===== src/rtl/timer_pkg.sv =====
`default_nettype none
`timescale 1ns/1ps
// ============================================================================
//  timer_pkg : FSM encoding, BCD digit limits and digit helpers for the mm:ss
//  time counter.                                            Revision: 1.0
// ============================================================================
package timer_pkg;

    localparam int BCD_W = 4;
    localparam logic [BCD_W-1:0] DIGIT_MAX = 4'd9;
    localparam logic [BCD_W-1:0] TENS_MAX  = 4'd5;

    typedef logic [BCD_W-1:0] bcd_t;

    typedef enum logic [1:0] {
        ST_IDLE  = 2'd0,
        ST_RUN   = 2'd1,
        ST_PAUSE = 2'd2,
        ST_DONE  = 2'd3
    } state_e;

    // Returns {carry_or_borrow, next_digit} for one digit moving by one.
    function automatic logic [BCD_W:0] bcd_step(input bcd_t d, input bcd_t lim, input logic dn);
        logic [BCD_W:0] r;
        if (dn) begin
            r = (d == '0) ? {1'b1, lim} : {1'b0, d - 1'b1};
        end else begin
            r = (d >= lim) ? {1'b1, {BCD_W{1'b0}}} : {1'b0, d + 1'b1};
        end
        return r;
    endfunction

    function automatic logic bcd_valid(input logic [4*BCD_W-1:0] v, input bcd_t m10_lim);
        return (v[3:0] <= DIGIT_MAX) && (v[7:4] <= TENS_MAX) &&
               (v[11:8] <= DIGIT_MAX) && (v[15:12] <= m10_lim);
    endfunction

endpackage
`default_nettype wire


===== src/rtl/sec_tick_gen.sv =====
`default_nettype none
`timescale 1ns/1ps
// ============================================================================
//  sec_tick_gen : one-second prescaler; step is high during the cycle the
//  count sits at DIV-1 while running.                       Revision: 1.0
// ============================================================================
module sec_tick_gen #(
    parameter int DIV = 100000000
) (
    input  logic clk,
    input  logic resetn,
    input  logic run,
    input  logic zero,
    output logic step
);
    localparam int CNT_W = $clog2(DIV);
    localparam logic [CNT_W-1:0] CNT_LAST = CNT_W'(DIV - 1);

    logic [CNT_W-1:0] cnt_q, cnt_d;

    always_comb begin
        cnt_d = cnt_q;
        if (zero) begin
            cnt_d = '0;
        end else if (run) begin
            cnt_d = (cnt_q == CNT_LAST) ? '0 : cnt_q + 1'b1;
        end
    end

    always_ff @(posedge clk or negedge resetn) begin
        if (!resetn) begin
            cnt_q <= '0;
        end else begin
            cnt_q <= cnt_d;
        end
    end

    assign step = run && !zero && (cnt_q == CNT_LAST);

endmodule
`default_nettype wire


===== src/rtl/mmss_time_counter.sv =====
`default_nettype none
`timescale 1ns/1ps
// ============================================================================
//  mmss_time_counter : mm:ss BCD up/down timer with run/pause/load/clear
//  control and registered display digits.                   Revision: 1.0
// ============================================================================
module mmss_time_counter
    import timer_pkg::*;
#(
    parameter int DIV       = 100000000,
    parameter int MAX_MIN10 = 5
) (
    input  logic        clk,
    input  logic        resetn,
    input  logic        start_stop,
    input  logic        clear,
    input  logic        load,
    input  logic [15:0] load_bcd,
    input  logic        down,
    output logic [3:0]  s01,
    output logic [3:0]  s10,
    output logic [3:0]  m01,
    output logic [3:0]  m10,
    output logic        running,
    output logic        tick,
    output logic        expired,
    output logic        load_err
);
    localparam bcd_t M10_LIM = bcd_t'(MAX_MIN10);

    state_e            state_q, state_d;
    logic [4*BCD_W-1:0] time_q, time_d, time_nxt;
    logic              dir_q, dir_d;
    logic              running_q, running_d;
    logic              tick_q, tick_d;
    logic              expired_q, expired_d;
    logic              load_err_q, load_err_d;
    logic              stopped, dir_live, presc_run, presc_zero, sec_step;
    logic [BCD_W:0]    st0, st1, st2, st3;

    assign stopped    = (state_q == ST_IDLE) || (state_q == ST_PAUSE);
    assign dir_live   = stopped ? down : dir_q;
    assign presc_run  = (state_q == ST_RUN) && !start_stop;
    assign presc_zero = clear || (load && state_q != ST_RUN) ||
                        (start_stop && state_q == ST_IDLE);

    sec_tick_gen #(.DIV(DIV)) u_sec_tick_gen (
        .clk    (clk),
        .resetn (resetn),
        .run    (presc_run),
        .zero   (presc_zero),
        .step   (sec_step)
    );

    // Ripple carry/borrow through the four digits.
    assign st0 = bcd_step(time_q[3:0], DIGIT_MAX, dir_q);
    assign st1 = st0[BCD_W] ? bcd_step(time_q[7:4],   TENS_MAX,  dir_q) : {1'b0, time_q[7:4]};
    assign st2 = st1[BCD_W] ? bcd_step(time_q[11:8],  DIGIT_MAX, dir_q) : {1'b0, time_q[11:8]};
    assign st3 = st2[BCD_W] ? bcd_step(time_q[15:12], M10_LIM,   dir_q) : {1'b0, time_q[15:12]};
    assign time_nxt = {st3[BCD_W-1:0], st2[BCD_W-1:0], st1[BCD_W-1:0], st0[BCD_W-1:0]};

    always_comb begin
        state_d    = state_q;
        time_d     = time_q;
        dir_d      = stopped ? down : dir_q;
        tick_d     = 1'b0;
        expired_d  = 1'b0;
        load_err_d = 1'b0;
        if (clear) begin
            state_d = ST_IDLE;
            time_d  = '0;
        end else if (load && state_q != ST_RUN) begin
            if (bcd_valid(load_bcd, M10_LIM)) begin
                time_d = load_bcd;
                if (state_q == ST_DONE) begin
                    state_d = ST_IDLE;
                end
            end else begin
                load_err_d = 1'b1;
            end
        end else if (start_stop) begin
            case (state_q)
                ST_IDLE, ST_PAUSE: begin
                    if (dir_live && time_q == '0) begin
                        state_d   = ST_DONE;
                        expired_d = 1'b1;
                    end else begin
                        state_d = ST_RUN;
                    end
                end
                ST_RUN:  state_d = ST_PAUSE;
                default: state_d = state_q;
            endcase
        end else if (sec_step) begin
            time_d = time_nxt;
            tick_d = 1'b1;
            if (dir_q && time_nxt == '0) begin
                expired_d = 1'b1;
                state_d   = ST_DONE;
            end
        end
        running_d = (state_d == ST_RUN);
    end

    always_ff @(posedge clk or negedge resetn) begin
        if (!resetn) begin
            state_q    <= ST_IDLE;
            time_q     <= '0;
            dir_q      <= 1'b0;
            running_q  <= 1'b0;
            tick_q     <= 1'b0;
            expired_q  <= 1'b0;
            load_err_q <= 1'b0;
        end else begin
            state_q    <= state_d;
            time_q     <= time_d;
            dir_q      <= dir_d;
            running_q  <= running_d;
            tick_q     <= tick_d;
            expired_q  <= expired_d;
            load_err_q <= load_err_d;
        end
    end

    assign {m10, m01, s10, s01} = time_q;
    assign running  = running_q;
    assign tick     = tick_q;
    assign expired  = expired_q;
    assign load_err = load_err_q;

endmodule
`default_nettype wire


===== config.mk =====
export PLATFORM = sky130hd
export DESIGN_NAME = mmss_time_counter
export DESIGN_NICKNAME = d
export VERILOG_FILES = /design/src/rtl/timer_pkg.sv /design/src/rtl/sec_tick_gen.sv /design/src/rtl/mmss_time_counter.sv
export SDC_FILE = /design/constraint.sdc
export NUM_CORES = 1
export LEC_CHECK = 0
export ABC_AREA = 1
export BUFFER_PORTS_ARGS = -buffer_cell sky130_fd_sc_hd__buf_2
export CORE_ASPECT_RATIO = 0.75
export CORE_MARGIN = 2
export CORE_UTILIZATION = 40
export CTS_BUF_LIST = sky130_fd_sc_hd__clkbuf_16
export DETAILED_ROUTE_END_ITERATION = 6
export GPL_ROUTABILITY_DRIVEN = 0
export PLACE_DENSITY = 0.7
export SYNTH_ARGS = -nofsm -noshare
export SYNTH_HDL_FRONTEND = slang
export SYNTH_SLANG_ARGS = --single-unit

===== constraint.sdc =====
create_clock -name clk -period 2.7 [get_ports clk]
set_input_delay 0.135 -clock clk [delete_from_list [all_inputs] [get_ports clk]]
set_output_delay 0.135 -clock clk [all_outputs]
set_load 0.02 [all_outputs]

### Word level (Yosys, flattened, before mapping)

Cells that the tools add are included.
Widths: inputs -> output; s select.

* flip-flop bits (word level): 50
* input port bits: 22
* output and inout bits: 20

* $add $sub $neg: 9
* order comparisons: 8
* eq/ne operators: 8
* mux-type cells: 47
* reduce and logical (&&, ||, !) cells: 26

Operators with widths (count)
* $mux 27: 3
* $mux 16: 5
* $mux 5: 11
* $logic_not 16->1: 2
* $add 27x1->27 const B: 1
* $eq 27x27->1 const B: 1
* $add 4x1->4 const B: 4
* $logic_not 4->1: 4
* $mux 2: 8
* $mux 4: 4
* $sub 4x1->4 const B: 4
* $mux 1: 15
* $logic_and 1x1->1: 10
* $ge 4x3->1 const B: 2
* $ge 4x4->1 const B: 2
* $le 4x3->1 const B: 2
* $le 4x4->1 const B: 2
* $eq 2x1->1 const B: 2
* $eq 2x2->1 const B: 2
* $pmux 2 s2: 1
* $logic_or 1x1->1: 3
* $ne 3x1->1 const B: 1
* $ne 3x2->1 const B: 1
* $reduce_and 3->1: 1
* other kinds (6): 7

### Logic depth before layout (Yosys ltp)

* depth in word-level cells: 14
* mapped depth: 17

### Cells and area by module

From an unflattened synthesis, not the netlist that was laid out.

* cell total of the unflattened synthesis: 616
* area, all modules: 4061.4 sq um

Modules (own cells, without submodules)
* mmss_time_counter: instances 1, cells each 339, area each 2213.4 sq um
* sec_tick_gen: instances 1, cells each 277, area each 1848.0 sq um

### Worst setup path before layout

No wires, ideal clock.

* path kind: register -> register
* start: register time_q[0]
* end: register running_q, in the netlist running
* setup time: 127 ps
* arrival time: 1905 ps
* data required time: 2573 ps
* setup slack: 668 ps
* stages on the path, launching flop included: 15
* buffers on the path: 0
* clock period less this slack: 2032 ps
* path through: dfrtp_1 > inv_1 > ha_1 > nand3_1 > nand3_1 > nand2_2 > nand2_4 > nor2_1 > nand2_1 > nand2_1 > nand2_1 > nor2_1 > nand2_1 > nand3_1 > a21oi_1

* cells in the longest elaborated chain, start to end: 14
* elaborated cells on any way between the ends: 22
* those cells by class: 2 x add/sub; 1 x order compare; 1 x eq/ne; 13 x mux; 5 x reduce/logical

Ends and longest elaborated chain
* start, declared: line mmss_time_counter.sv:32 `logic [4*BCD_W-1:0] time_q, time_d, time_nxt;`
* start signal, assigned: line mmss_time_counter.sv:116 `time_q <= time_d;`
* $ge 4x4->1 / $logic_not 4->1 (equally long branches): line timer_pkg.sv:28, timer_pkg.sv:26
* $mux 5, on equally long branches: line timer_pkg.sv:28, timer_pkg.sv:26
* $mux 5: line timer_pkg.sv:25 `if (dn) begin`
* $mux 5: line mmss_time_counter.sv:57 `assign st1 = st0[BCD_W] ? bcd_step(time_q[7:4], TENS_MAX, dir_q) : {1'b0, time_q[7:4]};`
* $mux 5: line mmss_time_counter.sv:58 `assign st2 = st1[BCD_W] ? bcd_step(time_q[11:8], DIGIT_MAX, dir_q) : {1'b0, time_q[11:8]};`
* $mux 4: line mmss_time_counter.sv:59 `assign st3 = st2[BCD_W] ? bcd_step(time_q[15:12], M10_LIM, dir_q) : {1'b0, time_q[15:12]};`
* $logic_not 16->1: line mmss_time_counter.sv:97 `if (dir_q && time_nxt == '0) begin`
* $logic_and 1x1->1: line mmss_time_counter.sv:97
* $mux 2: line mmss_time_counter.sv:97
* $mux 2: line mmss_time_counter.sv:94 `end else if (sec_step) begin`
* $mux 2 *: line mmss_time_counter.sv:81 `end else if (start_stop) begin`
* $mux 2 *: line mmss_time_counter.sv:72 `end else if (load && state_q != ST_RUN) begin`
* $mux 2 *: line mmss_time_counter.sv:69 `if (clear) begin`
* $eq 2x1->1 *: line mmss_time_counter.sv:102 `running_d = (state_d == ST_RUN);`
* net running_d: line mmss_time_counter.sv:34 `logic running_q, running_d;`
* end signal, assigned: line mmss_time_counter.sv:118 `running_q <= running_d;`
* end, declared: line mmss_time_counter.sv:34

Mark *: on every way through the listed nets, which the timed path passes. The rest lies on a longest branch.
A chain may end at the register's enable or synchronous reset.

### Worst setup path in the final report

Same ends and word-level chain as after synthesis.

==> flow_metrics.tcl <==
set metrics [dict create \
    status "completed" \
    critPathLaunchType "register" \
    ff_latch_area_sq_mm 0.001251 \
    critical_path_arrival_ns 2.60 \
    dieArea_sq_mm 0.01036 \
    use_met2_pct 33.11 \
    synth_nets 602 \
    worst_pin_slew_ns 0.7389 \
    ys_types 38 \
    portBuffers 41 \
    cts_root_buf "clkbuf_16" \
    drv_cap 0 \
    wl_per_cell_um 14.57 \
    relSlewSlack_pct 50.04 \
    period_needed_ns 2.431 \
    slew_viol_final 0 \
    rsz0062_at_grt "false" \
    antenna_found_initial 0 \
    finalCritPeriodShare_pct 90.04 \
    drive_gt1_share_pct 12.97 \
    place_hpwl_um 7995 \
    wl_um 10740 \
    ys.flop_type "dfrtp_1" \
    syn_inst 567 \
    cp.required_ns 2.87 \
    synth-seq-cells 50 \
    path_class "reg2reg" \
    design.core.area_sq_mm 0.009159 \
    skew_ns 0.006051 \
    power.leakage_uw 0.002091 \
    path_clk_slew_ns 0.07 \
    fin_tns_setup_ns 0 \
    hold_viol_final 0 \
    ir_worst_vdd_v 0.0002779 \
    dr.first_iter.drc_count 244 \
    async_flop_share_pct 100.0 \
    clock-sinks 50 \
    insertion_delay_ns 0.29 \
    fill_cells 977 \
    ant_nets 0 \
    cts_tree "yes" \
    drc 0 \
    cts_inserted_buffers 5 \
    slowest_delay_ns 0.47 \
    finalWorstSetupSlack_ns 0.2690 \
    detail_route.vias_per_cell 5.365 \
    grtUsageMet1_pct 32.23 \
    path_max_fanout 9 \
    syn_area_per_cell_sq_um 6.737 \
    place_ws_ns 0.3682 \
    initial_core_util_pct 41.71 \
    pin_count 42 \
    critPathCaptureType "register" \
    min_path_type "in2reg" \
    crit_buf_inv 2 \
    grt_pass1_vias 3566 \
    post_cts_buffers 0 \
    multi_input_area_sq_mm 0.002202 \
    holdWs_ns 0.1288 \
    crit_top_cell "nand3_1" \
    die_h_um 88.63 \
    fmaxAchievable_ghz 0.4114 \
    synth_edf_count 0 \
    grt_pass1_wl_um 17490 \
    num_rows 30 \
    grt_max_degree 27 \
    area_growth_syn_to_layout_pct 12.77 \
    total_power_uw 2436 \
    via_count 3954 \
    grt.busiest_layer "met2" \
    firstDrtPassIters 5 \
    yosys_warnings 0 \
    clock_path_buffers 2 \
    grt.overflow.total 0 \
    diodes 0 \
    setup_viol 0 \
    netlist_area_sq_mm 0.003820 \
    p_per_area_mw_per_mm2 565.5 \
    yosysSeqAreaShare_pct 32.75 \
    die_x_um 116.8 \
    cp_slowest_cell "dfrtp_1" \
    fin_nets 643 \
    globalRouteMet3Util_pct 2.534 \
    cts-htree-levels 2 \
    grt_usage_pct 21.39 \
    crit_family "simple AND/OR/NAND/NOR gates" \
    cp_cell_sequence "inv_1 -> ha_1 -> nand3_1 -> nand3_1 -> nand2_2 -> nand2_4 -> inv_2 -> nand2_1 -> nand2_1 -> nand3_1 -> nor2_1 -> nand2_1 -> nand3_1 -> a21oi_1" \
]
sequential cells by signal, indices dropped and copies added, names as in the netlist:
register,cells
tick,1
state_q,2
dir_q,1
running,1
load_err,1
time_q,16
u_sec_tick_gen.cnt_q,27
expired,1
per-stage QoR:
| stage | instance area, sq um | cells | utilization (%) |
|---|---|---|---|
| 2_1_floorplan | 3820 | 567 | - |
| 3_3_place_gp | 4160 | 728 | 45.42 |
| 3_5_place_dp | 4160 | 728 | 45.42 |
| 4_1_cts | 4308 | 737 | 47.04 |
| 5_1_grt | 4308 | 737 | 47.04 |
| 6_report | 4308 | 737 | 47.04 |
final timing paths:
| check | from | end | slack (ns) | depth (start not counted) |
|---|---|---|---|---|
| setup / recovery | time_q[0] | running | 0.27 | 14 |
| hold / removal | load_bcd[6] | time_q[6] | 0.13 | 3 |
| max in group asynchronous | resetn | u_sec_tick_gen.cnt_q[13] | 1.51 | 3 |
| min in group asynchronous | resetn | u_sec_tick_gen.cnt_q[23] | 0.41 | 2 |
| hold reg to reg | u_sec_tick_gen.cnt_q[0] | u_sec_tick_gen.cnt_q[0] | 0.58 | 1 |
| setup reg to reg | time_q[0] | running | 0.27 | 14 |
what timing repair did:
item / in CTS / in global routing
gates resized for setup: 0 / 0
hold buffers: 1 / 0
hold endpoints to repair: 24 / 0
synthesized netlist by cell type (3+ instances only):
| master | instances | area, sq um |
|---|---|---|
| nand2_1 | 153 | 574.3 |
| nand3_1 | 48 | 240.2 |
| a21oi_1 | 21 | 105.1 |
| a22oi_1 | 7 | 52.55 |
| clkbuf_1 | 3 | 11.26 |
| nand2_2 | 4 | 25.02 |
| buf_2 | 10 | 50.05 |
| nor2_4 | 4 | 45.04 |
| dfrtp_1 | 50 | 1251 |
| nand2_4 | 3 | 33.78 |
| nor3_1 | 11 | 55.05 |
| o22ai_1 | 14 | 87.58 |
| xor2_1 | 16 | 140.1 |
| a31oi_1 | 3 | 18.77 |
| ha_1 | 13 | 162.7 |
| o21ai_0 | 43 | 215.2 |
| inv_1 | 69 | 259.0 |
| nor2_1 | 51 | 191.4 |
| inv_2 | 5 | 18.77 |
| nand4_1 | 16 | 100.1 |
cell usage in the layout (no fill, tap or decap), drive strengths merged:
cell,synthesis,final
a21oi,22,22
a22o,1,1
a22oi,7,7
a31o,1,1
a31oi,3,3
buf,12,49
clkbuf,4,5
clkinv,1,3
dfrtp,50,50
dlygate4sd3,0,1
ha,13,13
inv,74,75
nand2,160,160
nand3,50,50
nand3b,1,1
nand4,16,16
nor2,57,57
nor3,12,12
nor4,2,2
nor4b,1,1
o211ai,1,1
o21ai,46,46
o22ai,14,14
o31ai,1,1
xnor2,2,2
xor2,16,16
layout make-up:
class / count / share of cell area (%)
flip-flops and latches: 50 / 29.04
clock buffers: 5 / 2.904
clock inverters: 3 / 0.2904
repair buffers: 50 / 6.390
inverters: 75 / 6.535
well taps: 128 / 3.718
multi-input cells: 426 / 51.12
metal layers:
layer,vias to the layer above,wire [um]
li1,1936,-
met1,1851,5198
met2,156,4681
met3,11,739
met4,0,119
met5,-,0
cell families (layout without fill, tap and decap cells):
family                   after synthesis  after routing  synth area share (%)
flip-flops                            50             50                 32.75
AND/OR/NAND/NOR                      299            299                 35.15
adder cells (fa/ha/maj)               13             13                 4.258
XOR/XNOR                              18             18                 4.127
buffers and inverters                 91            133                 9.597
AO/OA/AOI/OAI                         96             96                 14.12
report_power, final:
| group | switching (uW) | leakage [uW] | internal [uW] |
|---|---|---|---|
| registers | 87.8 | 0.000677 | 801 |
| clock network | 279 | 0.0000724 | 336 |
| logic | 636 | 0.00134 | 296 |
| total | 1000 | 0.00209 | 1430 |
tightest hold or removal path, stage by stage:
cell,delay (ns)
buf_2,0.11
nand2_1,0.07
a31oi_1,0.07
Power figures use the tool's default switching activity.
